===== src/rtl/gray_pkg.sv =====
// Shared types and helpers for the Gray-code sweep checker.
package gray_pkg;

    localparam int unsigned DEFAULT_WIDTH = 4;
    localparam int unsigned MAX_WIDTH     = 16;

    localparam logic [1:0] ST_IDLE = 2'd0;
    localparam logic [1:0] ST_RUN  = 2'd1;
    localparam logic [1:0] ST_DONE = 2'd2;

    typedef enum logic [1:0] {
        IDLE = ST_IDLE,
        RUN  = ST_RUN,
        DONE = ST_DONE
    } state_t;

    // True when exactly one bit of x is set; narrower callers zero-extend.
    function automatic logic hw_is_one(input logic [MAX_WIDTH-1:0] x);
        return (x != '0) && ((x & (x - MAX_WIDTH'(1))) == '0);
    endfunction

endpackage


===== src/rtl/gray_roundtrip.sv =====
// Combinational binary -> Gray -> binary path used to self-check the encoder.
module gray_roundtrip #(
    parameter int unsigned WIDTH = 4
) (
    input  logic [WIDTH-1:0] bin,
    output logic [WIDTH-1:0] gray,
    output logic [WIDTH-1:0] rec
);

    assign gray = bin ^ (bin >> 1);

    // Decode is a running XOR from the MSB down.
    always_comb begin
        rec            = '0;
        rec[WIDTH-1]   = gray[WIDTH-1];
        for (int i = int'(WIDTH) - 2; i >= 0; i--) begin
            rec[i] = rec[i+1] ^ gray[i];
        end
    end

endmodule


===== src/rtl/gray_sweep_ctrl.sv =====
// Sweeps a binary range, checking Gray round-trip and single-bit adjacency per value.
module gray_sweep_ctrl
    import gray_pkg::*;
#(
    parameter int unsigned WIDTH = DEFAULT_WIDTH
) (
    input  logic             clk,
    input  logic             rst_n,
    input  logic             start,
    input  logic [WIDTH-1:0] start_val,
    input  logic [WIDTH-1:0] end_val,
    input  logic             dir,
    input  logic             fault_inj,
    output logic             busy,
    output logic             valid,
    output logic [WIDTH-1:0] cur_bin,
    output logic [WIDTH-1:0] cur_gray,
    output logic             done,
    output logic             pass,
    output logic [WIDTH:0]   err_count,
    output logic [WIDTH-1:0] fail_val
);

    localparam int unsigned CW = WIDTH + 1;

    state_t           state;
    logic [WIDTH-1:0] end_q;
    logic             dir_q;
    logic             first;
    logic [WIDTH-1:0] prev_gray;
    logic [WIDTH-1:0] rec_bin;

    logic [WIDTH-1:0] next_bin;
    logic [WIDTH-1:0] gray_next;
    logic [WIDTH-1:0] rec_next;
    logic [WIDTH-1:0] chk_bin;
    logic             val_fail;
    logic [CW-1:0]    err_next;

    // Encode the value about to be loaded so cur_gray stays a registered output.
    gray_roundtrip #(.WIDTH(WIDTH)) u_roundtrip (
        .bin  (next_bin),
        .gray (gray_next),
        .rec  (rec_next)
    );

    always_comb begin
        next_bin = cur_bin;
        if (state == IDLE && start) begin
            next_bin = start_val;
        end else if (state == RUN && cur_bin != end_q) begin
            next_bin = dir_q ? cur_bin - WIDTH'(1) : cur_bin + WIDTH'(1);
        end

        chk_bin  = rec_bin ^ WIDTH'(fault_inj);
        val_fail = (chk_bin != cur_bin) ||
                   (!first && !hw_is_one(MAX_WIDTH'(cur_gray ^ prev_gray)));
        err_next = err_count + CW'(val_fail);
    end

    always_ff @(posedge clk or negedge rst_n) begin
        if (!rst_n) begin
            state     <= IDLE;
            busy      <= 1'b0;
            valid     <= 1'b0;
            cur_bin   <= '0;
            cur_gray  <= '0;
            rec_bin   <= '0;
            done      <= 1'b0;
            pass      <= 1'b0;
            err_count <= '0;
            fail_val  <= '0;
            end_q     <= '0;
            dir_q     <= 1'b0;
            first     <= 1'b0;
            prev_gray <= '0;
        end else begin
            cur_bin  <= next_bin;
            cur_gray <= gray_next;
            rec_bin  <= rec_next;
            done     <= 1'b0;

            case (state)
                IDLE: begin
                    if (start) begin
                        end_q     <= end_val;
                        dir_q     <= dir;
                        err_count <= '0;
                        fail_val  <= '0;
                        pass      <= 1'b0;
                        first     <= 1'b1;
                        busy      <= 1'b1;
                        valid     <= 1'b1;
                        state     <= RUN;
                    end
                end
                RUN: begin
                    first     <= 1'b0;
                    prev_gray <= cur_gray;
                    err_count <= err_next;
                    // Only the first failing value is recorded.
                    if (val_fail && err_count == '0) begin
                        fail_val <= cur_bin;
                    end
                    if (cur_bin == end_q) begin
                        busy  <= 1'b0;
                        valid <= 1'b0;
                        done  <= 1'b1;
                        pass  <= (err_next == '0);
                        state <= DONE;
                    end
                end
                DONE: begin
                    state <= IDLE;
                end
                default: begin
                    state <= IDLE;
                end
            endcase
        end
    end

endmodule


===== config.mk =====
export PLATFORM = sky130hd
export DESIGN_NAME = gray_sweep_ctrl
export DESIGN_NICKNAME = d
export VERILOG_FILES = /design/src/rtl/gray_pkg.sv /design/src/rtl/gray_roundtrip.sv /design/src/rtl/gray_sweep_ctrl.sv
export SDC_FILE = /design/constraint.sdc
export NUM_CORES = 1
export LEC_CHECK = 0
export ABC_CLOCK_PERIOD_IN_PS = 4100
export CAP_MARGIN = 10
export CORE_ASPECT_RATIO = 1.4
export CORE_UTILIZATION = 55
export CTS_CLUSTER_DIAMETER = 80
export DETAILED_ROUTE_END_ITERATION = 16
export GPL_TIMING_DRIVEN = 0
export PLACE_DENSITY = 0.82
export SLEW_MARGIN = 25
export SYNTH_ARGS = -nofsm -noshare
export SYNTH_HDL_FRONTEND = slang
export SYNTH_HIERARCHICAL = 1
export SYNTH_SLANG_ARGS = --single-unit

===== constraint.sdc =====
create_clock -name clk -period 4.1 [get_ports clk]
set_clock_uncertainty 0.15 [all_clocks]
set_input_delay 0.615 -clock clk [delete_from_list [all_inputs] [get_ports clk]]
set_output_delay 0.615 -clock clk [all_outputs]
set_load 0.005 [all_outputs]

==> results of run 1 <==
worst max-delay path, cell delays in order:
cell             delay (ps)
clkdlybuf4s50_1         440
xnor3_1                 280
nand4_1                 180
buf_2                   230
o21bai_1                170
ha_1                    220
ha_1                    290
or4_1                   520
nor2_1                  130
mux2_4                  150
stage by stage:
step                      cells  worst slack, ps  cell area [um2]  hold slack (ps)
after floorplan             209             1306             1989            169.4
after global placement      282            683.5             2370            329.1
after detailed placement    283            643.8             2392            332.9
after CTS                   291            947.7             2482            106.1
after global routing        291            793.5             2482            129.5
final                       291            960.6             2482            96.64
per-layer routing:
| layer | GRT usage, % | up-vias | part of all wire [%] |
|---|---|---|---|
| met4 | 9.357 | 0 | 1.6 |
| li1 | - | 776 | - |
| met3 | 4.583 | 7 | 3.0 |
| met2 | 41.49 | 28 | 54 |
| met1 | 29.21 | 740 | 41 |
| met5 | 0 | - | 0 |
sequential cells by signal, summed over array words and instances, names as in the netlist, 2 cells and up:
name	cells
cur_bin	4
prev_gray	4
fail_val	4
rec_bin	4
state	2
end_q	4
cur_gray	4
err_count	5
power groups by stage:
stage / combinational, W / sequential (W) / clock (W)
6_report: 0.00151 / 0.000686 / 0.000258
5_1_grt: 0.00169 / 0.000711 / 0.000274
4_1_cts: 0.00153 / 0.000688 / 0.000260
3_5_place_dp: 0.00152 / 0.000694 / 0
3_3_place_gp: 0.00146 / 0.000687 / 0
2_1_floorplan: 0.00106 / 0.000683 / 0
kinds of logic (layout without fill, tap and decap cells):
kind of cell             after synthesis  count (layout)
AO/OA/AOI/OAI                         26              26
adder cells (fa/ha/maj)                7               7
AND/OR/NAND/NOR                       93              93
XOR/XNOR                              23              23
multiplexers                           3               3
buffers and inverters                 21              63
flip-flops                            36              36
area by class of cell:
class / count / area (um2)
plain buffers: 15 / 78.83
clock buffers: 8 / 90.09
fillers: 268 / 927.1
inverters: 6 / 22.52
multi-input cells: 152 / 987.2
flip-flops and latches: 36 / 900.9
well taps: 40 / 50.05
repair buffers: 34 / 352.8
layout by cell type (no fill, tap or decap), types with 5 or more instances in the layout:
cell type / n
nand2_1: 46
dfrtp_1: 36
clkdlybuf4s50_1: 32
nor2_1: 13
xnor2_1: 11
xor2_1: 10
nand3_1: 10
clkbuf_1: 9
o21ai_1: 9
nand3b_1: 6
ha_1: 6
clkbuf_8: 6
inv_1: 5
worst min path at each step:
stage / endpoint / cells past startpoint
floorplan: cur_bin[0] / 0
global placement: prev_gray[1] / 2
detailed placement: end_q[1] / 2
CTS: cur_bin[3] / 1
global route: prev_gray[2] / 1
finish: cur_bin[3] / 1
==> reports/results.ini, run 1 <==
[logic_synthesis]
synthTopCellsByArea = dfrtp_1 45%, nand2_1 8.7%, xnor2_1 4.8%
synth-simple-area-share_pct = 23.40
syn_area_mm2 = 0.001989
synth-compound-area-share_pct = 8.491
yosys.cell_count.top_type = nand2_1
synth-seq-cells = 36
synthDistinctLibCells = 47
ys_async_sr_fraction_pct = 100.0
postSynthAreaPerCell_um2 = 9.519
ys.flop_type = dfrtp_1
synth_top_family_by_area = simple AND/OR/NAND/NOR gates
yosysSeqAreaShare_pct = 45.28
synthXorXnorAreaFrac_pct = 11.19
netlist_instances = 209
synth_top_cell_by_area = dfrtp_1
muxShareOfSynthArea_pct = 1.761
ys_warn_count = 6
synth_edf_count = 0
synth_top_area_share_pct = 45.28
synth_nets = 229
synthAdderAreaFrac_pct = 4.780
synth_common_cells = 46 x nand2_1, 36 x dfrtp_1, 13 x nor2_1, 11 x xnor2_1

[power_and_ir_drop]
pwr-share-clk_pct = 10.5
p_leak_nw = 1.119
p_sw_w = 0.001032
power.density_mw_per_mm2 = 987.3
ir_drop_uv = 677.5
seq_power_share_pct = 28.0
power_w = 0.002451
switching_share_pct = 42.09
internal-power_w = 0.001419
combPwrFrac_pct = 61.5

[routing]
ant_nets = 0
via_per_inst = 5.330
wl_per_cell_um = 13.45
vias = 1551
drt_first_pass_iters = 5
drc = 0
drt_iter0_drc = 28
drt-total-wl_um = 3914

[worst_setup_path]
critPathCaptureType = flip-flop
endpoint = pass
rr_endpoint = pass
critPathRequiredTime_ps = 4180
worstReg2RegStart = cur_bin[0]
rrSetupSlack_ps = 1080
rr_worst_depth = 10
cp-start-kind = input port
critPathKind = in2reg
worst-path-max-fanout = 10
crit_start = fault_inj
crit_arrival_ps = 3220

[cts]
cts_buffer_depth = 2
cts.sinks = 36
cts_buffers = 5
cts-root-buf = clkbuf_8
postCtsSetupBuffers = 0
cts_resized = 0
cts_tree = yes
ctsHoldBuffers = 0
cts_htree_levels = 2
worstSkewPairLatency_ps = 280
clkTransAtPathRegs_ps = 70

[sta]
finalMaxSlewViolations = 0
rsz0062_at_grt = false
finalSetupTns_ps = 0
finalCriticalPeriod_ps = 3139
hold_violations = 0
fmax_mhz = 318.5
slew_headroom_pct = 69.50
setup-violations-final = 0
worst_slew_pin_slew_ps = 454.5
post-route-period-util_pct = 76.57

[grt]
grt_max_degree = 22
antenna_found_initial = 0
grt_pass1_wl_um = 6741
gr-usage-all-layers_pct = 24.15
overflow = 0
grt_pass1_vias = 1508

[layout]
final_util_pct = 72.81
syn_to_final_growth_pct = 24.78
n_antenna_cell = 0
drive_above_1_share_pct = 9.562
nets = 270

[job]
maxCapViolCount = 0

[die]
rows = 25
die_w_um = 52.83
start_util_pct = 58.35
die-area_mm2 = 0.003865
pin_count = 34
coreArea_mm2 = 0.003410
die_h_um = 73.16

[placed_design]
place_hpwl_um = 2980
port_buffers = 33
place_congestion = 0.8668

[status]
status = completed

[min_path]
hold_path.class = in2async

No activity file was read; power rests on OpenSTA's default activity.
==> run 2: changes to the inputs <==
ABC_CLOCK_PERIOD_IN_PS = 3050   (was 4100)
CORE_UTILIZATION = 53   (was 55)
PLACE_DENSITY = 0.8   (was 0.82)
clock period = 3.05 ns   (was 4.1 ns; I/O delays follow)
==> run 2 against run 1 <==
Effect of this change: global-route usage down 0.31 points; critical path depth unchanged; power up 41%; via count up 3.9%; die area up 3.6%; non-clock buffer count up 4; sequential power up 36%; largest cell class unchanged; highest routed layer unchanged.
==> reports/results.ini, run 2 (synthesis results as in run 1) <==
[status]
status = completed

[placed_design]
port_buffers = 33
place_hpwl_um = 3108
place_area_mm2 = 0.002387
place_congestion = 0.8104
pre_cts_ws_ps = -229.4

[sta]
finalMaxSlewViolations = 0
slew_headroom_pct = 42.50
post-route-period-util_pct = 97.11
finalCriticalPeriod_ps = 2962
hold_violations = 0
worst_slew_pin_slew_ps = 862.6
setup_ws_ps = 88.19
fmax_mhz = 337.6
setup-violations-final = 0
whs_ps = 352.2

[cts]
cts.sinks = 36
cts_htree_levels = 2
worstSkewPairLatency_ps = 280
cts_buffer_depth = 2
cts-root-buf = clkbuf_8
cts_buffers = 5
clkTransAtPathRegs_ps = 80
cts_tree = yes

[layout]
syn_to_final_growth_pct = 28.11
regMostFlops = err_count
final_util_pct = 70.58
layout_common_cells = 46 x nand2_1, 36 x dfrtp_1, 32 x clkdlybuf4s50_1
finish.instance_area_mm2 = 0.002549
nets = 274
drive_above_1_share_pct = 12.55
final_common_cell = nand2_1
n_antenna_cell = 0
largest_reg_flops = 5
num-fill-cells = 279

[worst_setup_path]
critPathCaptureType = flip-flop
cpMostUsedCell = ha_2
path_delay_family = simple AND/OR/NAND/NOR gates
cp-start-kind = flip-flop
crit_chain = clkbuf_4 -> xnor3_1 -> nand4_1 -> buf_6 -> o21bai_1 -> ha_2 -> ha_2 -> or4_1 -> nor2_1 -> mux2_4
critPathSlowestCell = or4_1
rrSetupSlack_ps = 90
worst-path-max-fanout = 7
max_stage_delay_ps = 510
path_buf_inv = 2
critPathKind = reg2reg
critPathRequiredTime_ps = 3130
crit_arrival_ps = 3040

[die]
pin_count = 34
rows = 26
die_h_um = 74.49
die_w_um = 53.78
coreArea_mm2 = 0.003611
die-area_mm2 = 0.004006
start_util_pct = 55.09

[power_and_ir_drop]
power.density_mw_per_mm2 = 1353
p_leak_nw = 1.145
power_w = 0.003448
ir_drop_uv = 1082

[routing]
ant_nets = 0
via_per_inst = 5.424
wl_per_cell_um = 14.34
vias = 1611
drt-total-wl_um = 4258
drt_iter0_drc = 48
drc = 0
drt_first_pass_iters = 4

[min_path]
hold_path.class = reg2reg

[grt]
gr-usage-all-layers_pct = 23.85
grt_pass1_vias = 1598
overflow = 0
grt_max_degree = 29
grt_pass1_wl_um = 6893
antenna_found_initial = 0

[job]
maxCapViolCount = 0

## run 2: repair_timing
item / in CTS / in global routing
resized for setup: 0 / 6
hold endpoints to repair: 8 / 0
setup buffers: 0 / 4
endpoints found under the setup margin: 0 / 2
hold buffers: 1 / 0
## run 2: area by class of cell
type | instances | area (um2) | share of cell area [%]
Clock buffer | 5 | 68.82 | 2.700
Buffer | 14 | 83.83 | 3.289
Sequential cell | 36 | 900.9 | 35.35
Timing Repair Buffer | 39 | 385.4 | 15.12
Tap cell | 42 | 52.55 | 2.062
Clock inverter | 3 | 42.54 | 1.669
Multi-Input combinational cell | 152 | 992.2 | 38.93
Inverter | 6 | 22.52 | 0.8837
## run 2: tightest hold or removal path, cell delays in order (launching register included)
cell and delay [ps]:
dfrtp_1 360, nand2_1 50, nand2_1 50
## run 2: final timing paths
| kind | startpoint | endpoint | cells past startpoint |
|---|---|---|---|
| max in group asynchronous | rst_n | cur_bin[0] | 3 |
| worst min register to register | end_q[0] | end_q[0] | 2 |
| worst min-delay path | end_q[0] | end_q[0] | 2 |
| worst max-delay path | cur_bin[0] | pass | 10 |
| worst max register to register | cur_bin[0] | pass | 10 |
| min in group asynchronous | rst_n | pass | 2 |
## run 2: metal layers
layer / track usage [%] / up-vias / wire [um]
met1: 28.25 / 775 / 1716
met3: 4.908 / 8 / 131
met4: 8.772 / 0 / 74
met2: 41.43 / 46 / 2335
met5: 0 / - / 0
li1: - / 782 / -
## run 2: report_power, final
part           total, W  leakage [nW]  switching (W)  internal [W]
Sequential     0.000930         0.439       0.000191      0.000738
Clock          0.000420        0.0541       0.000178      0.000242
Combinational   0.00210         0.652        0.00107       0.00103
## run 2: stage by stage
| step | TNS [ps] | std cells |
|---|---|---|
| global route | -61.98 | 297 |
| CTS | 0 | 294 |
| finish | 0 | 297 |
| floorplan | 0 | 209 |
| detailed placement | -435.8 | 285 |
| global placement | -401.6 | 284 |
==> run 3: changes to the inputs <==
CORE_UTILIZATION = 55   (was 53)
CTS_BUF_LIST = sky130_fd_sc_hd__clkbuf_4 sky130_fd_sc_hd__clkbuf_8   (was unset)
PLACE_DENSITY = 0.82   (was 0.8)
==> run 3 against run 2 <==
Effect of this change: global-route usage grew 0.21 points; first-iteration DRC count down 27%; critical path depth unchanged; via count is 3.2% lower; combinational power is essentially flat; largest cell class unchanged; highest routed layer unchanged.
==> reports/results.ini, run 3 (synthesis results as in run 1) <==
[worst_setup_path]
cp-start-kind = flip-flop
endpoint = pass
critPathKind = reg2reg
critPathCaptureType = flip-flop
crit_arrival_ps = 2990
critPathRequiredTime_ps = 3130
rr_worst_depth = 10
crit_start = cur_bin[0]
rrSetupSlack_ps = 140
worstReg2RegStart = cur_bin[0]
worst-path-max-fanout = 10
rr_endpoint = pass

[cts]
cts_tree = yes
cts_htree_levels = 2
cts-root-buf = clkbuf_8
worstSkewPairLatency_ps = 280
cts_buffer_depth = 2
cts.sinks = 36
cts_buffers = 5
clkTransAtPathRegs_ps = 70

[sta]
slew_headroom_pct = 44.88
hold_violations = 0
post-route-period-util_pct = 95.43
setup-violations-final = 0
whs_ps = 348.4
finalMaxSlewViolations = 0
finalCriticalPeriod_ps = 2911
worst_slew_pin_slew_ps = 826.9
fmax_mhz = 343.6

[power_and_ir_drop]
power.density_mw_per_mm2 = 1329
combPwrFrac_pct = 61.7
internal-power_w = 0.001953
pwr-share-clk_pct = 10.8
p_leak_nw = 1.142
ir_drop_uv = 1016
p_sw_w = 0.001398
switching_share_pct = 41.72
seq_power_share_pct = 27.5

[min_path]
hold_path.class = reg2reg

[routing]
drt_first_pass_iters = 4
vias = 1559
drt-total-wl_um = 3938
via_per_inst = 5.321
drc = 0
ant_nets = 0
drt_iter0_drc = 35
wl_per_cell_um = 13.44

[layout]
drive_above_1_share_pct = 11.46
largest_reg_flops = 5
regMostFlops = err_count
nets = 272
final_common_cell = nand2_1
layout_common_cells = 46 x nand2_1, 36 x dfrtp_1, 32 x clkdlybuf4s50_1
num-fill-cells = 259
n_antenna_cell = 0
syn_to_final_growth_pct = 26.73
finish.instance_area_mm2 = 0.002521

[die]
die_w_um = 52.83
coreArea_mm2 = 0.003410
start_util_pct = 58.35
die-area_mm2 = 0.003865
die_h_um = 73.16
rows = 25
pin_count = 34

[placed_design]
place_area_mm2 = 0.002392
place_hpwl_um = 2980
port_buffers = 33
place_congestion = 0.8668

[grt]
grt_pass1_wl_um = 6713
grt_max_degree = 22
antenna_found_initial = 0
grt_pass1_vias = 1495
gr-usage-all-layers_pct = 24.06
overflow = 0

[job]
maxCapViolCount = 0

[status]
status = completed

-- run 3: cell types whose count changed in the layout (fill, tap and decap cells not counted), sizes merged --
cell	delta
clkbuf	+1
bufinv	-1
clkinvlp	-1
clkinv	-1
-- run 3: worst min-delay path by stage --
stage	start	cells past startpoint	to	slack (ps)
2_1_floorplan	rst_n	0	cur_bin[0]	10
3_3_place_gp	prev_gray[1]	2	prev_gray[1]	330
3_5_place_dp	rst_n	1	cur_gray[3]	250
4_1_cts	prev_gray[1]	2	prev_gray[1]	350
5_1_grt	prev_gray[2]	2	prev_gray[2]	360
6_report	end_q[1]	2	end_q[1]	350
-- run 3: cell type report --
cell class | instances | area, um2 | share of cell area [%]
multi-input combinational | 152 | 991.0 | 39.31
sequential | 36 | 900.9 | 35.73
timing repair buffer | 37 | 377.9 | 14.99
clock buffer | 8 | 97.59 | 3.871
buffer | 14 | 81.33 | 3.226
tap | 40 | 50.05 | 1.985
inverter | 6 | 22.52 | 0.8933
-- run 3: through the flow --
stage / worst slack, ps / power (W) / utilization (%) / cells / setup TNS (ps)
finish: 139.3 / 0.003350 / 73.95 / 293 / 0
global route: -15.64 / 0.003653 / 73.95 / 293 / -15.64
CTS: 9.007 / 0.003347 / 73.32 / 292 / 0
detailed placement: -248.7 / 0.002970 / 70.17 / 283 / -436.7
global placement: -209.0 / 0.002890 / 69.50 / 282 / -403.9
floorplan: 256.0 / 0.002350 / - / 209 / 0
-- run 3: timing repair --
item                                   in CTS  in global routing
setup endpoints to repair                   0                  2
setup buffers                               0                  2
hold buffers                                1                  0
resized for setup                           0                  5
endpoints found under the hold margin      15                  0
-- run 3: routing by layer --
layer | GRT usage [%] | routed length (um) | vias to the layer above
met5 | 0 | 0 | -
met3 | 4.583 | 98 | 7
met1 | 29.31 | 1681 | 746
li1 | - | - | 782
met4 | 9.357 | 63 | 0
met2 | 41.07 | 2095 | 24
-- run 3: critical path: stages (launching register included) --
cell and delay, ps:
dfrtp_1 380, buf_2 180, xnor3_1 370, nand4_1 150, buf_6 180, o21bai_1 150
ha_1 220, ha_1 290, or4_1 520, nor2_1 130, mux2_4 150
-- run 3: power by group through the flow --
stage	clock, W	combinational, W	sequential, W
floorplan	0	0.00143	0.000919
global placement	0	0.00197	0.000924
detailed placement	0	0.00204	0.000932
CTS	0.000370	0.00205	0.000924
global route	0.000390	0.00231	0.000955
finish	0.000363	0.00207	0.000922
